**src/rtl/game_state_ctrl_if.sv**
```systemverilog
// Signal bundle between the game control stage, its button/VGA sources and the renderer.
// The master side drives the raw inputs; the controller sits on the slave side.
interface game_state_ctrl_if;
   logic [1:0] btn_n;
   logic       frame_done;
   logic       game_over;
   logic [2:0] state;
   logic       state_changed;
   logic [1:0] btn_held;
   logic [1:0] btn_press;

   modport master (
      output btn_n, frame_done, game_over,
      input  state, state_changed, btn_held, btn_press
   );

   modport slave (
      input  btn_n, frame_done, game_over,
      output state, state_changed, btn_held, btn_press
   );
endinterface

```
**src/rtl/game_state_ctrl.sv**
```systemverilog
// Button synchroniser/debouncer and frame-aligned game-state FSM feeding the renderer.
// Optional ATTRACT_TIMEOUT_EN: OVER auto-returns to ATTRACT after OVER_FRAMES frames.
module game_state_ctrl #(
   parameter int DEBOUNCE_CYCLES = 500000,
   parameter int READY_FRAMES    = 120,
   parameter int OVER_FRAMES     = 240
) (
   input logic              clk,
   input logic              rst,
   game_state_ctrl_if.slave bus
);

   typedef enum logic [2:0] {
      ST_ATTRACT = 3'd0,
      ST_READY   = 3'd1,
      ST_PLAY    = 3'd2,
      ST_PAUSE   = 3'd3,
      ST_OVER    = 3'd4
   } state_e;

   localparam int            CW         = $clog2(DEBOUNCE_CYCLES + 1);
   localparam logic [CW-1:0] DB_LAST    = CW'(DEBOUNCE_CYCLES - 1);
   localparam logic [7:0]    READY_LAST = 8'(READY_FRAMES - 1);
`ifdef ATTRACT_TIMEOUT_EN
   localparam logic [7:0]    OVER_LAST  = 8'(OVER_FRAMES - 1);
`endif

   if (DEBOUNCE_CYCLES < 1 || READY_FRAMES < 1 || READY_FRAMES > 255 ||
       OVER_FRAMES < 1 || OVER_FRAMES > 255) begin : g_bad_params
      $error("game_state_ctrl: parameter out of legal range");
   end

   logic [1:0]         sync1_q, sync1_d;
   logic [1:0]         sync2_q, sync2_d;
   logic [1:0]         stable_q, stable_d;
   logic [1:0]         stable_dly_q, stable_dly_d;
   logic [1:0][CW-1:0] dbc_q, dbc_d;
   logic [1:0]         btn_press_q, btn_press_d;
   logic [1:0]         pend_q, pend_d;
   logic [1:0]         ev;
   logic [7:0]         frame_cnt_q, frame_cnt_d;
   state_e             state_q, state_d;
   logic               state_changed_q, state_changed_d;

   always_comb begin
      // NOTE: every signal assigned here gets a default first, so no path can infer a latch.
      sync1_d      = bus.btn_n;
      sync2_d      = sync1_q;
      stable_d     = stable_q;
      dbc_d        = dbc_q;
      stable_dly_d = stable_q;

      for (int i = 0; i < 2; i++) begin
         if (sync2_q[i] != stable_q[i]) begin
            if (dbc_q[i] == DB_LAST) begin
               stable_d[i] = sync2_q[i];
               dbc_d[i]    = '0;
            end else begin
               dbc_d[i] = dbc_q[i] + CW'(1);
            end
         end else begin
            dbc_d[i] = '0;
         end
      end

      // Press pulse lands one cycle after the debounced level falls.
      btn_press_d = stable_dly_q & ~stable_q;

      // A press arriving together with frame_done is consumed at that boundary.
      ev     = pend_q | btn_press_q;
      pend_d = bus.frame_done ? 2'b00 : ev;

      state_d     = state_q;
      frame_cnt_d = frame_cnt_q;
      if (bus.frame_done) begin
         frame_cnt_d = (frame_cnt_q == 8'hFF) ? frame_cnt_q : frame_cnt_q + 8'd1;
         case (state_q)
            ST_ATTRACT: if (ev[0]) state_d = ST_READY;
            ST_READY:   if (frame_cnt_q == READY_LAST) state_d = ST_PLAY;
            ST_PLAY: begin
               if (bus.game_over)  state_d = ST_OVER;
               else if (ev[1])     state_d = ST_PAUSE;
            end
            ST_PAUSE:   if (|ev) state_d = ST_PLAY;
            ST_OVER: begin
               if (ev[0]) state_d = ST_ATTRACT;
`ifdef ATTRACT_TIMEOUT_EN
               else if (frame_cnt_q == OVER_LAST) state_d = ST_ATTRACT;
`endif
            end
            default:    state_d = ST_ATTRACT;
         endcase
         if (state_d != state_q) frame_cnt_d = 8'd0;
      end

      state_changed_d = (state_d != state_q);
   end

   // NOTE: sequential state uses non-blocking assignments so every flop samples pre-edge values.
   always_ff @(posedge clk or negedge rst) begin
      if (!rst) begin
         sync1_q         <= 2'b11;
         sync2_q         <= 2'b11;
         stable_q        <= 2'b11;
         stable_dly_q    <= 2'b11;
         dbc_q           <= '0;
         btn_press_q     <= 2'b00;
         pend_q          <= 2'b00;
         frame_cnt_q     <= 8'd0;
         state_q         <= ST_ATTRACT;
         state_changed_q <= 1'b0;
      end else begin
         sync1_q         <= sync1_d;
         sync2_q         <= sync2_d;
         stable_q        <= stable_d;
         stable_dly_q    <= stable_dly_d;
         dbc_q           <= dbc_d;
         btn_press_q     <= btn_press_d;
         pend_q          <= pend_d;
         frame_cnt_q     <= frame_cnt_d;
         state_q         <= state_d;
         state_changed_q <= state_changed_d;
      end
   end

   assign bus.state         = state_q;
   assign bus.state_changed = state_changed_q;
   assign bus.btn_held      = ~stable_q;
   assign bus.btn_press     = btn_press_q;

endmodule

```
**src/flat_wrapper.sv**
```systemverilog
// flat-port wrapper written by rule: the top's interface ports become plain ports
module game_state_ctrl_flat 
#(
   parameter int DEBOUNCE_CYCLES = 500000,
   parameter int READY_FRAMES    = 120,
   parameter int OVER_FRAMES     = 240
)
  (clk, rst, bus_btn_n, bus_frame_done, bus_game_over, bus_state, bus_state_changed, bus_btn_held, bus_btn_press);
  game_state_ctrl_if bus_i ();
  input logic clk;
  input logic rst;
  input wire logic [$bits(bus_i.btn_n)-1:0] bus_btn_n;
  input wire logic [$bits(bus_i.frame_done)-1:0] bus_frame_done;
  input wire logic [$bits(bus_i.game_over)-1:0] bus_game_over;
  output wire logic [$bits(bus_i.state)-1:0] bus_state;
  output wire logic [$bits(bus_i.state_changed)-1:0] bus_state_changed;
  output wire logic [$bits(bus_i.btn_held)-1:0] bus_btn_held;
  output wire logic [$bits(bus_i.btn_press)-1:0] bus_btn_press;
  assign bus_i.btn_n = bus_btn_n;
  assign bus_i.frame_done = bus_frame_done;
  assign bus_i.game_over = bus_game_over;
  assign bus_state = bus_i.state;
  assign bus_state_changed = bus_i.state_changed;
  assign bus_btn_held = bus_i.btn_held;
  assign bus_btn_press = bus_i.btn_press;
  game_state_ctrl #(.DEBOUNCE_CYCLES(DEBOUNCE_CYCLES), .READY_FRAMES(READY_FRAMES), .OVER_FRAMES(OVER_FRAMES)) u_core (.clk(clk), .rst(rst), .bus(bus_i));
endmodule
```
**config.mk**
```make
export PLATFORM = sky130hd
export DESIGN_NAME = game_state_ctrl_flat
export DESIGN_NICKNAME = d
export VERILOG_FILES = /design/src/rtl/game_state_ctrl_if.sv /design/src/rtl/game_state_ctrl.sv /design/src/flat_wrapper.sv
export SDC_FILE = /design/constraint.sdc
export NUM_CORES = 1
export LEC_CHECK = 0
export CORE_MARGIN = 4
export CORE_UTILIZATION = 30
export CTS_CLUSTER_SIZE = 16
export DETAILED_ROUTE_END_ITERATION = 7
export PLACE_DENSITY_LB_ADDON = 0.05
export REMOVE_ABC_BUFFERS = 1
export SLEW_MARGIN = 20
export SYNTH_ARGS = -nofsm -noshare
export SYNTH_HDL_FRONTEND = slang
export SYNTH_SLANG_ARGS = --single-unit
```
**constraint.sdc**
```tcl
create_clock -name clk -period 5.89 [get_ports clk]
set_clock_uncertainty 0.1 [all_clocks]
set_input_delay 1.178 -clock clk [delete_from_list [all_inputs] [get_ports clk]]
set_output_delay 1.178 -clock clk [all_outputs]
set_load 0.01 [all_outputs]
```
# Yosys cells after proc, flatten, opt, wreduce, memory -nomap -nowiden
# Cells that the tools add are included.
[word_totals]
n_memories = 0
latch_bits = 0
wordCells = 52
reg_bits = 62
out_inout_bits = 8
input_bits = 6
romBits = 0
ramBits = 0
[classes]
div_mod_pow = 0
n_lt_le_gt_ge = 0
shifts = 0
bitwise_logic = 3
n_reduce_logical = 5
mux = 16
mul = 0
eq_ne = 13
add_sub_neg = 3
[op_table]
columns = ["operator", "n"]
rows = [
  ["19-bit two-way mux", 4],
  ["19-bit by 1-bit adder with 19-bit output, second input constant", 2],
  ["19-bit == test, second input constant", 2],
  ["3-bit two-way mux", 8],
  ["8-bit two-way mux", 2],
  ["3-bit case mux with 5 select lines", 1],
  ["8-bit by 1-bit adder with 8-bit output, second input constant", 1],
  ["8-bit by 7-bit == test with 1-bit output, second input constant", 1],
  ["8-bit == test, second input constant", 1],
  ["3-bit by 2-bit == test with 1-bit output, second input constant", 2],
  ["3-bit inequality test", 2],
  ["2-bit AND reduction", 3],
  ["3-bit by 1-bit == test with 1-bit output, second input constant", 1],
  ["3-bit == test, second input constant", 1],
  ["3-bit zero test", 1],
  ["2-bit AND", 1],
  ["2-bit two-way mux", 1],
  ["1-bit inequality test", 2],
  ["2-bit inequality test, second input constant", 1],
  ["2-bit NOT", 1],
  ["2-bit OR", 1],
  ["2-bit OR reduction", 1],
]

# Longest topological paths before layout
# Gate-level depths: netlist of run 1.
[depth]
ltp_word = 8
depth_mapped = 7
ltp_nobuf = 6

# Worst setup path before layout of run 1
# Ideal clock, no wire load.
[synth_timing]
path_kind = "input -> register"
from = "input bus_game_over"
to = "register u_core.frame_cnt_q[5]"
arrival_ps = 2091
path_stages = 6
slack_ps = 3621
t_required_ps = 5713
setup_ps = 77
n_path_buf = 1
path_cell_list = "nand2_1 > nor3_1 > a41o_1 > buf_2 > or3_1 > a21oi_1"
[synth_via]
elab_chain_len = 6
elab_cells_between_ends = 7
classes_between = "2 x eq/ne; 4 x mux; 1 x reduce/logical"
[synth_lines]
columns = ["item", "line_no", "text"]
rows = [
  ["start, declared", "flat_wrapper.sv:14", "input wire logic [$bits(bus_i.game_over)-1:0] bus_game_over;"],
  ["3-bit two-way mux *", "game_state_ctrl.sv:81", "if (bus.game_over) state_d = ST_OVER;"],
  ["3-bit case mux with 5 select lines *", "game_state_ctrl.sv:77", "case (state_q)"],
  ["3-bit two-way mux *", "game_state_ctrl.sv:75", "if (bus.frame_done) begin"],
  ["3-bit inequality test *", "game_state_ctrl.sv:93", "if (state_d != state_q) frame_cnt_d = 8'd0;"],
  ["2-bit inequality test (no source line)", "-", ""],
  ["2-bit AND reduction (no source line)", "-", ""],
  ["end signal, assigned", "game_state_ctrl.sv:120", "frame_cnt_q <= frame_cnt_d;"],
  ["end, declared", "game_state_ctrl.sv:41", "logic [7:0] frame_cnt_q, frame_cnt_d;"],
]
# Every way passes the cells marked *; elsewhere a longest branch is shown, timed or not. The select of a mux whose other input is x is not followed.
# A chain may end at the register's enable or synchronous reset.

# Worst setup path in the final report of run 1
[layout_timing]
from = "register u_core.state_q[0] (netlist: u_core.bus.state[0])"
to = "output bus_state[0]"
[layout_lines]
columns = ["item", "line_no", "text"]
rows = [
  ["start, declared", "game_state_ctrl.sv:42", "state_e state_q, state_d;"],
  ["start signal, assigned", "game_state_ctrl.sv:121", "state_q <= state_d;"],
  ["end, declared", "flat_wrapper.sv:15", "output wire logic [$bits(bus_i.state)-1:0] bus_state;"],
]
# No word-level cell between the ends.

==> results of run 1 <==
## state kept, by name, indices dropped and copies added, names as in the netlist
name and count:
u_core.dbc_q 38, u_core.frame_cnt_q 8, u_core.bus.state 3, u_core.bus.btn_press 2
u_core.pend_q 2, u_core.stable_dly_d 2, u_core.stable_dly_q 2, u_core.sync1_q 2
u_core.sync2_q 2, u_core.bus.state_changed 1
## cell type report
cell class | instances | share of cell area
inverter | 14 | 0.0152
timing repair buffer | 14 | 0.0383
clock buffer | 10 | 0.0397
sequential | 62 | 0.450
clock inverter | 6 | 0.0245
tap | 133 | 0.0480
multi-input combinational | 217 | 0.384
## cells by family (layout without fill, tap and decap cells)
kind of cell,Yosys count,count (layout),synth area share
DFF,62,62,0.519
AOI/OAI and AO/OA,30,30,0.0753
muxes,1,1,0.00333
and+or+nand+nor,147,147,0.247
buffers and inverters,24,44,0.0387
adders and majority gates,3,3,0.0125
xor gates and xnor gates,36,36,0.105
## cells in the mapped netlist (3+ instances only)
cell                      count  area (um2)
sky130_fd_sc_hd__xor2_1      19         166
sky130_fd_sc_hd__nand4_1      9        56.3
sky130_fd_sc_hd__nor4_1       4        25.0
sky130_fd_sc_hd__inv_1       14        52.6
sky130_fd_sc_hd__xnor2_1     17         149
sky130_fd_sc_hd__o21ai_0      4        20.0
sky130_fd_sc_hd__nand3_1     17        85.1
sky130_fd_sc_hd__buf_2        6        30.0
sky130_fd_sc_hd__dfstp_2      8         210
sky130_fd_sc_hd__nor3_1       7        35.0
sky130_fd_sc_hd__nor2_1      61         229
sky130_fd_sc_hd__a21oi_1      5        25.0
sky130_fd_sc_hd__ha_1         3        37.5
sky130_fd_sc_hd__dfrtp_1     54        1350
sky130_fd_sc_hd__o31a_1       4        35.0
sky130_fd_sc_hd__nand2_1     23        86.3
sky130_fd_sc_hd__nor4b_1      3        26.3
sky130_fd_sc_hd__and4_1       4        35.0
## metal layers
layer  vias to the layer above  global-route usage  wire (um)
met5                         -                   0          0
met1                      1011               0.162       3180
met3                         2              0.0304        139
met4                         0              0.0433         44
met2                        16               0.164       2620
li1                       1060                   -          -
## report_power, final
group | total, mW | switching [mW] | internal [mW] | leakage [nW]
logic | 0.174 | 0.0910 | 0.0828 | 0.508
clock network | 0.421 | 0.173 | 0.248 | 0.108
registers | 0.492 | 0.0387 | 0.454 | 0.825
total | 1.09 | 0.303 | 0.785 | 1.44
## path summary, 6_finish.rpt
path	from	end	slack [ns]	cells after the start
setup reg to reg	u_core.frame_cnt_q[0]$_DFFE_PN0P_	u_core.frame_cnt_q[0]$_DFFE_PN0P_	3.75	6
min in group asynchronous	rst	u_core.dbc_q[29]$_DFF_PN0_	0.90	2
hold reg to reg	u_core.sync1_q[0]$_DFF_PN1_	u_core.sync2_q[0]$_DFF_PN1_	0.25	0
hold / removal	u_core.sync1_q[0]$_DFF_PN1_	u_core.sync2_q[0]$_DFF_PN1_	0.25	0
max in group asynchronous	rst	u_core.dbc_q[2]$_DFF_PN0_	4.23	2
setup / recovery	u_core.bus.state[0]$_DFF_PN0_	bus_state[0]	3.18	1
==> qor.txt, run 1 <==
WORST SETUP PATH
--------------------------------------------------------------------------------
Kind of launch point of the worst setup path                           flip-flop
Buffers & Inverters on Critical Path                                           1
Data required time at the worst endpoint                                 4.61 ns
Element type at the critical path end                                output port
Setup CP Type                                                       flip-flop to output port
Arrival time at the worst endpoint                                       1.44 ns
CP peak stage delay                                                      0.60 ns
Crit Path Max Fanout                                                           9
Family with the most delay on the worst path                        buffers and inverters
Critical path cell sequence                                         clkdlybuf4s50_1
Slowest CP cell                                                     sky130_fd_sc_hd__clkdlybuf4s50_1

DIE
--------------------------------------------------------------------------------
Number of placed I/O pins                                                     14
Initial Utilization                                                        0.308
Area of the die                                                        11700 um2
Die W                                                                     108 um
Standard cell core area                                                 9770 um2
Floorplan row count                                                           36
Die Y-Extent                                                              108 um

JOB
--------------------------------------------------------------------------------
Max-Cap Viols                                                                  0

YOSYS
--------------------------------------------------------------------------------
Post-synth EDFFs                                                               0
Flip-flop cell with the highest count after synthesis               sky130_fd_sc_hd__dfrtp_1
Post-synthesis cell count                                                    303
Mean post-synth cell area                                               9.93 um2
Async set or reset register ratio after synthesis                           1.00
Yosys warnings                                                                 0
Cell area after synthesis                                               3010 um2
Synth cell types                                                              49
Number of synthesized register bits                                           62
Post-synthesis sequential area ratio                                       0.519

TIMING
--------------------------------------------------------------------------------
Final worst-path cycle share                                               0.461
Setup repair after global routing missed its margin                           no
Worst Hold Margin                                                       0.251 ns
Maximum frequency from static timing analysis                            369 MHz
Headroom to the max-slew limit                                             0.460
Transition time of the tightest slew-check pin                          0.807 ns
Setup slack after layout                                                 3.18 ns
Slew Viols, Final                                                              0
Final critical path time including I/O delays and setup                  2.71 ns
Setup violations, final                                                        0
Final TNS setup                                                             0 ns
Final Hold Violating Endpoints                                                 0

CLOCK NETWORK
--------------------------------------------------------------------------------
Maximum clock insertion buffer count                                           2
Inserted Clock Buffers                                                         9
Root Buffer Master                                                  sky130_fd_sc_hd__clkbuf_8
Total number of H-tree levels                                                  3
Hold Buf Count CTS                                                             0
Sink count of the clock tree                                                  62
CTS tree                                                                   built
PostCTS Resize Cnt                                                             0
Setup bufs post-CTS                                                            0
Clock-pin slew on the worst setup and hold paths                         0.08 ns
Clk Latency, worst-skew pair                                             0.33 ns

GLOBAL ROUTING
--------------------------------------------------------------------------------
Overall overflow remaining after global route                                  0
GRT Overall Usage                                                          0.113
Maximum number of pins on one net before global-route repair                  63
Number of antenna violations at the first check in global routing              0
Via count of the first global-routing pass                                  2045
Global-route wire length before repair                                  10400 um

ROUTING
--------------------------------------------------------------------------------
Detailed Route Iter0 Violations                                               38
Overall routed net length                                                5990 um
Mean routed wirelength per cell                                          13.1 um
Routed vias                                                                 2089
First-pass DRT Iterations                                                      4
ANT nets after route                                                           0
Remaining design rule violation count                                          0
Via/cell ratio                                                              4.58

FINISH
--------------------------------------------------------------------------------
Growth of design area from synthesis to finish                             15.2%
Fillcell total                                                              1006
Most common library cell in the layout ignoring fill and taps       sky130_fd_sc_hd__nor2_1
Layout cell share with drive strength beyond 1                             0.115
Most used cells in the layout excluding fill and tap cells          61 x sky130_fd_sc_hd__nor2_1, 54 x sky130_fd_sc_hd__dfrtp_1, 23 x sky130_fd_sc_hd__nand2_1
Final Util                                                                 0.355
Number of standard cells in the final layout excluding fillers               456
Antenna diodes                                                                 0
Multi-input gate area                                                   1330 um2
Storage element area                                                    1560 um2
Number of nets in the final layout                                           327
Cell area after layout                                                  3470 um2

POWER AND IR DROP
--------------------------------------------------------------------------------
Pwr per Cell Area                                                     314 nW/um2
Standby leakage power                                                    1.44 nW
Design Power                                                             1.09 mW
Worst voltage drop across the vdd grid                                  0.116 mV

PLACE
--------------------------------------------------------------------------------
Number of input and output port buffers inserted                              13
HPWL reported at the end of detailed placement                           3910 um
Routability congestion estimate from global placement                      0.749
Worst slack at placement                                                 2.93 ns
Placed cell area                                                        3240 um2
Number of placed cells counting well taps                                    440

STATUS
--------------------------------------------------------------------------------
Result of the run                                                   complete, no violations

MIN PATH
--------------------------------------------------------------------------------
Worst min-delay path category                                       flip-flop to flip-flop

No activity file was read; power rests on OpenSTA's default activity.
==> run 2: changes to the inputs <==
- clock period: 5.89 -> 2.66 ns (I/O delays scaled with it)
==> qor.txt, run 2 (synthesis gave the netlist of run 1 again) <==
STATUS
--------------------------------------------------------------------------------
Result of the run                                                   complete, no violations

POWER AND IR DROP
--------------------------------------------------------------------------------
Pwr per Cell Area                                                     647 nW/um2
Clock network power share                                                  0.337
Standby leakage power                                                    1.44 nW
Switching pwr                                                           0.656 mW
Worst voltage drop across the vdd grid                                  0.234 mV
Share of power burned in registers                                         0.489
Proportion of power drawn by combinational gates                           0.174
Design Power                                                             2.23 mW
Internal                                                                 1.58 mW
Sw Ratio                                                                   0.294

GLOBAL ROUTING
--------------------------------------------------------------------------------
GRT Max-Usage Layer                                                         met2
Global-route wire length before repair                                  10300 um
Met2 Track Usage GR                                                        0.170
Maximum number of pins on one net before global-route repair                  63
GRT met1 Usage                                                             0.152
Number of antenna violations at the first check in global routing              0
Overall overflow remaining after global route                                  0
Via count of the first global-routing pass                                  2140
GRT met3 Usage                                                            0.0233
GRT Overall Usage                                                          0.112

CLOCK NETWORK
--------------------------------------------------------------------------------
Setup bufs post-CTS                                                            0
Inserted Clock Buffers                                                         9
Sink count of the clock tree                                                  62
Clock-pin slew on the worst setup and hold paths                         0.07 ns
Hold Buf Count CTS                                                             0
Maximum clock insertion buffer count                                           2
Clk Latency, worst-skew pair                                             0.33 ns
CTS tree                                                                   built
PostCTS Resize Cnt                                                             0
Root Buffer Master                                                  sky130_fd_sc_hd__clkbuf_8
Total number of H-tree levels                                                  3

FINISH
--------------------------------------------------------------------------------
Final Util                                                                 0.353
Layout cell share with drive strength beyond 1                             0.117
Antenna diodes                                                                 0
Cell area after layout                                                  3450 um2
Top reg by flops                                                    u_core.dbc_q
Number of standard cells in the final layout excluding fillers               458
Number of nets in the final layout                                           329
Storage element area                                                    1560 um2
Number of flip-flops in the largest register                                  38
Fillcell total                                                              1008
Multi-input gate area                                                   1330 um2
Growth of design area from synthesis to finish                             14.6%
Most common library cell in the layout ignoring fill and taps       sky130_fd_sc_hd__nor2_1
Most used cells in the layout excluding fill and tap cells          61 x sky130_fd_sc_hd__nor2_1, 54 x sky130_fd_sc_hd__dfrtp_1, 23 x sky130_fd_sc_hd__nand2_1

DIE
--------------------------------------------------------------------------------
Standard cell core area                                                 9770 um2
Initial Utilization                                                        0.308
Die W                                                                     108 um
Floorplan row count                                                           36
Number of placed I/O pins                                                     14
Die Y-Extent                                                              108 um
Area of the die                                                        11700 um2

ROUTING
--------------------------------------------------------------------------------
Remaining design rule violation count                                          0
ANT nets after route                                                           0
Mean routed wirelength per cell                                          13.0 um
Overall routed net length                                                5960 um
Via/cell ratio                                                              4.68
First-pass DRT Iterations                                                      4
Routed vias                                                                 2142
Detailed Route Iter0 Violations                                               62

WORST SETUP PATH
--------------------------------------------------------------------------------
Worst R2R Path Depth                                                           5
Endpoint of the worst-slack reg-to-reg timing path                  u_core.dbc_q[27]$_DFF_PN0_
Crit Path Max Fanout                                                          18
CP Launch Point                                                     u_core.dbc_q[19]$_DFF_PN0_
Element type at the critical path end                                  flip-flop
Setup CP Type                                                       flip-flop to flip-flop
Reg-to-reg setup timing slack                                            0.53 ns
Setup crit end                                                      u_core.dbc_q[27]$_DFF_PN0_
Launching point of the worst reg2reg path                           u_core.dbc_q[19]$_DFF_PN0_
Kind of launch point of the worst setup path                           flip-flop
Arrival time at the worst endpoint                                       2.23 ns
Data required time at the worst endpoint                                 2.77 ns

PLACE
--------------------------------------------------------------------------------
Number of input and output port buffers inserted                              13
Routability congestion estimate from global placement                      0.730
HPWL reported at the end of detailed placement                           3850 um
Number of placed cells counting well taps                                    442
Placed cell area                                                        3270 um2

JOB
--------------------------------------------------------------------------------
Max-Cap Viols                                                                  0

TIMING
--------------------------------------------------------------------------------
Final worst-path cycle share                                               0.799
Final Hold Violating Endpoints                                                 0
Maximum frequency from static timing analysis                            470 MHz
Final TNS setup                                                             0 ns
Setup violations, final                                                        0
Transition time of the tightest slew-check pin                          0.508 ns
Final critical path time including I/O delays and setup                  2.13 ns
Slew Viols, Final                                                              0
Setup repair after global routing missed its margin                           no
Headroom to the max-slew limit                                             0.659

MIN PATH
--------------------------------------------------------------------------------
Worst min-delay path category                                       input pin to async pin

## run 2: cell types whose count changed in the layout (fill, tap and decap cells not counted), sizes merged
| cell | change |
|---|---|
| clkinv | +1 |
| clkinvlp | -1 |
| clkbuf | +2 |
| buf | +2 |
| bufinv | -2 |
## run 2: worst min-delay path by stage
| stage | endpoint | slack, ns | cells after the start |
|---|---|---|---|
| after global routing | u_core.pend_q[0]$_DFF_PN0_ | 0.12 | 2 |
| after floorplan | u_core.bus.btn_press[0]$_DFF_PN0_ | 0.14 | 0 |
| after CTS | u_core.dbc_q[24]$_DFF_PN0_ | 0.11 | 2 |
| after global placement | u_core.sync2_q[0]$_DFF_PN1_ | 0.25 | 0 |
| after detailed placement | u_core.sync2_q[0]$_DFF_PN1_ | 0.25 | 0 |
| final | u_core.dbc_q[28]$_DFF_PN0_ | 0.09 | 2 |
## run 2: area by class of cell
cell class	count	share of cell area
Inverter	14	0.0152
Timing Repair Buffer	16	0.0464
Clock buffer	12	0.0450
Sequential cell	62	0.453
Multi-Input combinational cell	217	0.386
Clock inverter	4	0.00653
Tap cell	133	0.0482
## run 2: routing by layer
metal | share of wire | up-vias
li1 | - | 1067
met1 | 0.50 | 1033
met2 | 0.45 | 31
met3 | 0.033 | 11
met4 | 0.019 | 0
met5 | 0 | -
## run 2: power by group through the flow
| stage | sequential, mW | combinational (mW) | clock [mW] |
|---|---|---|---|
| 6_report | 1.09 | 0.389 | 0.752 |
| 5_1_grt | 1.10 | 0.439 | 0.825 |
| 4_1_cts | 1.09 | 0.392 | 0.779 |
| 3_5_place_dp | 1.11 | 0.389 | 0 |
| 3_3_place_gp | 1.11 | 0.398 | 0 |
| 2_1_floorplan | 1.10 | 0.240 | 0 |
## run 2: through the flow
step                      hold WS (ns)  setup slack (ns)
final                           0.0930             0.534
after global routing             0.124             0.345
after CTS                        0.109             0.501
after detailed placement         0.247             0.435
after global placement           0.248             0.461
after floorplan                  0.136             0.828
## run 2: critical path, cell delays in order (launching register included)
cell and delay [ns]:
sky130_fd_sc_hd__dfrtp_1 0.39, sky130_fd_sc_hd__ha_1 0.22, sky130_fd_sc_hd__nand4_1 0.22, sky130_fd_sc_hd__nor4_1 0.50
sky130_fd_sc_hd__or2_2 0.45, sky130_fd_sc_hd__nor2_1 0.11
==> edit 1: new RTL, flow settings as in run 2 <==
`DEBOUNCE_CYCLES` is set to 500000 in 2 places; all go to 250000.
--- a/src/rtl/game_state_ctrl.sv
+++ b/src/rtl/game_state_ctrl.sv
@@ -1,7 +1,7 @@
 // Button synchroniser/debouncer and frame-aligned game-state FSM feeding the renderer.
 // Optional ATTRACT_TIMEOUT_EN: OVER auto-returns to ATTRACT after OVER_FRAMES frames.
 module game_state_ctrl #(
-   parameter int DEBOUNCE_CYCLES = 500000,
+   parameter int DEBOUNCE_CYCLES = 250000,
    parameter int READY_FRAMES    = 120,
    parameter int OVER_FRAMES     = 240
 ) (
--- a/src/flat_wrapper.sv
+++ b/src/flat_wrapper.sv
@@ -1,7 +1,7 @@
 // flat-port wrapper written by rule: the top's interface ports become plain ports
 module game_state_ctrl_flat 
 #(
-   parameter int DEBOUNCE_CYCLES = 500000,
+   parameter int DEBOUNCE_CYCLES = 250000,
    parameter int READY_FRAMES    = 120,
    parameter int OVER_FRAMES     = 240
 )
Behaviour: no difference found for any inputs over 10 cycles, from zero or initial values and one cycle with rst low; that may be too few to reach the edited logic, so the function may still have changed.
==> edit 1 against run 2 <==
Final area up 0.44%; power down 5.8%; sequential cell count down 2; sequential share of layout area down 1.6 points; setup slack better by 0.055 ns; maximum frequency up 2.7%; critical path depth down 3; wire length up 8.1%; area after synthesis down 0.87%; critical path type is now reg -> out; critical endpoint is now bus_btn_held[0].
==> edit 1: results (changes against run 2) <==
The commonest cells after synthesis are 52 x dfrtp_1, 40 x nor2_1, 18 x nand3_1. The arrival time of data at the critical path endpoint is 1.44 ns (-0.79 ns), and the maximum fanout encountered on the critical timing path is 5 (-13). The run finished with clean final reports. The net switching power was 0.582 mW (-11%).

Largest net degree at the start of global routing: 34 (-46%). The routed wire length per instance was 14.2 µm (+9.0%). In the post-synthesis netlist, the biggest area contributors are dfrtp_1 44%, dfstp_2 7.0%, nor2_1 5.0%. The worst setup timing slack at the placement stage was 0.523 ns (+0.0873 ns); the leakage component of the power was 1.37 nW (-4.6%). The run gives 0.719 (-1.5%) as the routability-driven placement congestion ratio. The number of global-route vias before repair is 2,242 (+4.8%), and the sequential-to-total area share from yosys stat is 50.7% (-1.2 points).

The number of buffers inserted during clock tree synthesis was 9 (unchanged). The half-perimeter wire length after detailed placement came out at 4390 µm (+14%). The slowest stage of the critical path belongs to the cell dfstp_2. The non-filler instance count after layout is 454 (-0.87%). The tightest slew margin relative to the limit is 60.9% (-5.0 points), and the number of flip-flops in the largest register is 36 (-5.3%). The cell class contributing the biggest share of worst-path delay was flip-flops. The clock-pin transition on the worst setup and hold timing paths is 0.08 ns, and the layout net count is 325 (-1.2%). The share of final-layout standard cells stronger than drive strength 1 came out at 12.1% (+0.46 points). For the first-pass GRT wire length, the log shows 11,200 µm (+9.1%). The average cell area after synthesis works out to 10.1 µm² (+1.8%). The largest stage delay on the critical path is 0.58 ns (+0.08 ns), and the number of cells after detailed placement is 438 (-0.90%). The maximum vdd drop is 0.295 mV (+26%), and the violation count after the first detailed-routing iteration is 87 (+40%).

The number of buffers added for setup after CTS came out at 0 (unchanged). The count of unique library cells instantiated by Yosys was 46 (-6.1%). The vias per cell came out at 4.98 (+6.4%). The global-route usage over all layers came out at 12.2% (+1.0 points).
## edit 1: changes by cell type after synthesis, moves of 5 or more
cell,before,now
xor2_1,19,12
a21oi_1,5,17
nand2_1,23,12
or4_1,0,7
nand4_1,9,14
buf_2,6,0
o31ai_1,0,8
o21ai_0,4,9
nor2_1,61,40
## edit 1: layout make-up
cell class	count	area, µm²
well taps	133	166
fillers	1040	6260
clock buffers	10	138
flip-flops and latches	60	1510
clock inverters	6	63.8
inverters	14	52.6
repair buffers	18	163
multi-input cells	213	1370
## edit 1: logic make-up (layout without fill, tap and decap cells)
family,Yosys count,count (layout),share of synthesized area (%)
and+or+nand+nor,128,128,23.4
AOI/OAI and AO/OA,54,54,12.9
adders and majority gates,3,3,1.26
DFF,60,60,50.7
muxes,2,2,0.755
xor gates and xnor gates,26,26,7.63
buffers and inverters,22,48,3.40
## edit 1: path summary, 6_finish.rpt
kind                                         from                    end  slack [ns]  depth (start not counted)
max reg2reg                 u_core.frame_cnt_q[1]  u_core.frame_cnt_q[1]        0.63                          5
min in group clk                u_core.sync1_q[0]      u_core.sync2_q[0]        0.25                          0
max in group asynchronous                     rst      u_core.sync1_q[0]        1.98                          2
min reg2reg                     u_core.sync1_q[0]      u_core.sync2_q[0]        0.25                          0
min                                           rst    u_core.bus.state[0]        0.11                          2
max                        u_core.stable_dly_d[0]        bus_btn_held[0]        0.59                          2
## edit 1: worst register-to-register path, cell delays in order (launching register included)
cell,delay (ns)
dfrtp_1,0.44
ha_1,0.27
nand4bb_1,0.19
o311a_1,0.52
o21bai_1,0.24
o221ai_1,0.13
## edit 1: power by group through the flow
stage	clock, mW	sequential, mW	combinational, mW
6_report	0.835	1.06	0.208
5_1_grt	0.916	1.07	0.240
4_1_cts	0.871	1.06	0.212
3_5_place_dp	0	1.07	0.210
3_3_place_gp	0	1.08	0.211
2_1_floorplan	0	1.05	0.144
## edit 1: metrics by stage
stage | area, µm² | hold slack [ns]
finish | 3460 | 0.108
global route | 3460 | 0.123
CTS | 3460 | 0.105
detailed placement | 3260 | 0.249
global placement | 3260 | 0.246
floorplan | 2930 | 0.136
## edit 1: metal layers
metal | vias up | track usage, % | share of wire (%)
li1 | 1118 | - | -
met1 | 1099 | 16.6 | 50
met2 | 37 | 18.7 | 44
met3 | 5 | 4.26 | 4.6
met4 | 0 | 3.25 | 1.0
met5 | - | 0 | 0
==> edit 2: new RTL, config.mk and constraints of run 2 <==
Made on the original files. Compare `frame_cnt_q` against `READY_LAST` with >= in place of ==.
--- a/src/rtl/game_state_ctrl.sv
+++ b/src/rtl/game_state_ctrl.sv
@@ -76,7 +76,7 @@
          frame_cnt_d = (frame_cnt_q == 8'hFF) ? frame_cnt_q : frame_cnt_q + 8'd1;
          case (state_q)
             ST_ATTRACT: if (ev[0]) state_d = ST_READY;
-            ST_READY:   if (frame_cnt_q == READY_LAST) state_d = ST_PLAY;
+            ST_READY:   if (frame_cnt_q >= READY_LAST) state_d = ST_PLAY;
             ST_PLAY: begin
                if (bus.game_over)  state_d = ST_OVER;
                else if (ev[1])     state_d = ST_PAUSE;
Formal check against the unedited RTL: no difference found for any inputs over 10 cycles, from zero or initial values and one cycle with rst low; that may be too few to reach the edited logic, so the function may still have changed.
==> edit 2 against run 2 <==
Setup slack better by 0.048 ns; die area decreased by 1.8%; sequential share of layout area rose by 0.16 points; global-route usage rose by 0.38 points; final area decreased by 0.36%; area after synthesis shrank 1.9%; sequential cell count did not move; wire length down 1.1%; utilization increased by 1.2 points; critical path type is now reg -> out.
Power is not compared: it rests on default switching activity, and its combinational part moved more than twofold at a synthesized area within 25%.
==> edit 2: results (changes against run 2) <==
The endpoint identified for the worst register-to-register timing path is u_core.dbc_q[28]. The met3 demand-to-capacity share in global routing is 4.58% (+2.2 points). The run gives 0 (unchanged) as the post-cts sizing count. The worst setup path is captured at a primary output. The worst setup slack for register-to-register paths was 0.61 ns (+0.08 ns); the share of flip-flops with an asynchronous set or reset after synthesis was 100% (unchanged). For the count of unique library cells instantiated by Yosys, the log shows 43 (-12%). The run finished with clean final reports. In this run the static leakage power is 1.46 nW. The run gives 68 (+9.7%) as the violation count after the first detailed-routing iteration.

Maximum fanout encountered on the critical timing path: 4 (-14). The vias per cell is 4.70 (+0.58%), and the met2 global-route usage is 17.2% (+0.15 points). The transition time at the pin with the least slew margin was 0.645 ns (+0.137 ns).

The largest individual stage delay along the critical path comes from the cell dfstp_2. The routability-driven placement congestion ratio was 0.694 (-5.0%). The reg-to-reg startpoint is u_core.dbc_q[19].

The register with the most flip-flops in the final layout is u_core.dbc_q. The count of input and output buffers was 13 (unchanged). Number of cells on the worst reg-to-reg path: 7 (+2). The most critical setup path has its endpoint at bus_btn_held[0]. Yosys warning count: 0 (unchanged). The commonest cells after synthesis are 54 x dfrtp_1, 52 x nor2_1, 22 x nand3_1. The logs give 52.9% (+1.0 points) for the sequential-to-total area share from yosys stat and 0 (unchanged) for the number of buffers added for setup after CTS. The met1 track demand over resource in global routing was 15.3% (+0.031 points); the arrival time of data at the critical path endpoint was 1.45 ns (-0.78 ns).

The share of the synthesized area in the top cell type was 45.8% (+0.88 points); the maximum count of clock buffers along a single path was 2 (unchanged). The cell class contributing the biggest share of worst-path delay is flip-flops. The run gives 5900 µm (-1.1%) as the total detailed-routing wirelength. The number of buffers inserted during clock tree synthesis was 9 (unchanged); the share of final-layout standard cells stronger than drive strength 1 was 10.8% (-0.89 points). The via total after detailed routing was 2,131 (-0.51%).

The run gives 11.6% (+0.38 points) as the global-route usage over all layers. The half-perimeter wire length after detailed placement is 3940 µm (+2.2%). The tools report the first-pass GRT wire length as 10,400 µm (+1.3%). The first-pass detailed-route iteration total came out at 4 (unchanged).

The number of cells after detailed placement was 437 (-1.1%). The worst-case IR drop observed on VDD is 0.234 mV. For the worst hold slack, the log shows 0.0944 ns (+0.00132 ns).

Launch point of the worst path: u_core.stable_dly_d[0]. The class of the worst hold path was in -> async. The largest stage delay on the critical path is 0.57 ns (+0.07 ns). The fill cell total of the finished layout is 968 (-4.0%).

The clock-pin transition on the worst setup and hold timing paths is 0.07 ns (about the same). Sorting the synthesized cells by area gives the leading types as dfrtp_1 46%, dfstp_2 7.1%, nor2_1 6.6%. The run gives 328 (-0.30%) as the layout net count. The tools report the number of instances in the synthesized netlist as 301 (-0.66%).
-- edit 2: layout make-up --
cell class | instances | area (µm²) | share of cell area [%]
multi-input cells | 215 | 1270 | 36.9
clock inverters | 6 | 86.3 | 2.51
repair buffers | 20 | 190 | 5.53
clock buffers | 10 | 128 | 3.71
inverters | 11 | 41.3 | 1.20
flip-flops and latches | 62 | 1560 | 45.4
well taps | 129 | 161 | 4.70
-- edit 2: logic make-up after synthesis --
logic type / after synthesis / synth area share, %
AOI/OAI and AO/OA: 36 / 7.88
and+or+nand+nor: 141 / 23.4
xor gates and xnor gates: 35 / 10.4
adders and majority gates: 3 / 1.27
buffers and inverters: 24 / 4.11
DFF: 62 / 52.9
-- edit 2: worst register-to-register path, delay by kind of cell (launching register included) --
kind	cells	cell delay (ns)
buffers and inverters	1	0.17
adder cells (fa/ha/maj)	1	0.22
flip-flops	1	0.39
AND/OR/NAND/NOR	5	1.06
-- edit 2: power by group through the flow --
stage	logic (mW)	clock network (mW)	registers, mW
CTS	0.158	0.944	1.05
global placement	0.156	0	1.06
finish	0.153	0.903	1.05
floorplan	0.0949	0	1.05
global route	0.180	0.992	1.06
detailed placement	0.157	0	1.06
-- edit 2: per-stage QoR --
stage,instance area [µm²],utilization (%),worst slack (ns)
after global placement,3220,34.2,0.555
after floorplan,2870,-,0.604
after detailed placement,3220,34.2,0.577
after CTS,3440,36.5,0.537
after global routing,3440,36.5,0.383
final,3440,36.5,0.582
-- edit 2: per-layer routing --
layer	share of wire (%)	vias up
met5	0	-
met4	0.85	0
met3	4.4	4
met2	43	36
met1	52	1029
li1	-	1062
-- edit 2: worst min path at each step --
stage | start | end
after global placement | u_core.sync1_q[0] | u_core.sync2_q[0]
after CTS | rst | u_core.dbc_q[31]
after global routing | rst | u_core.dbc_q[8]
final | rst | u_core.frame_cnt_q[6]
after floorplan | rst | u_core.bus.btn_press[0]
after detailed placement | u_core.sync1_q[0] | u_core.sync2_q[0]
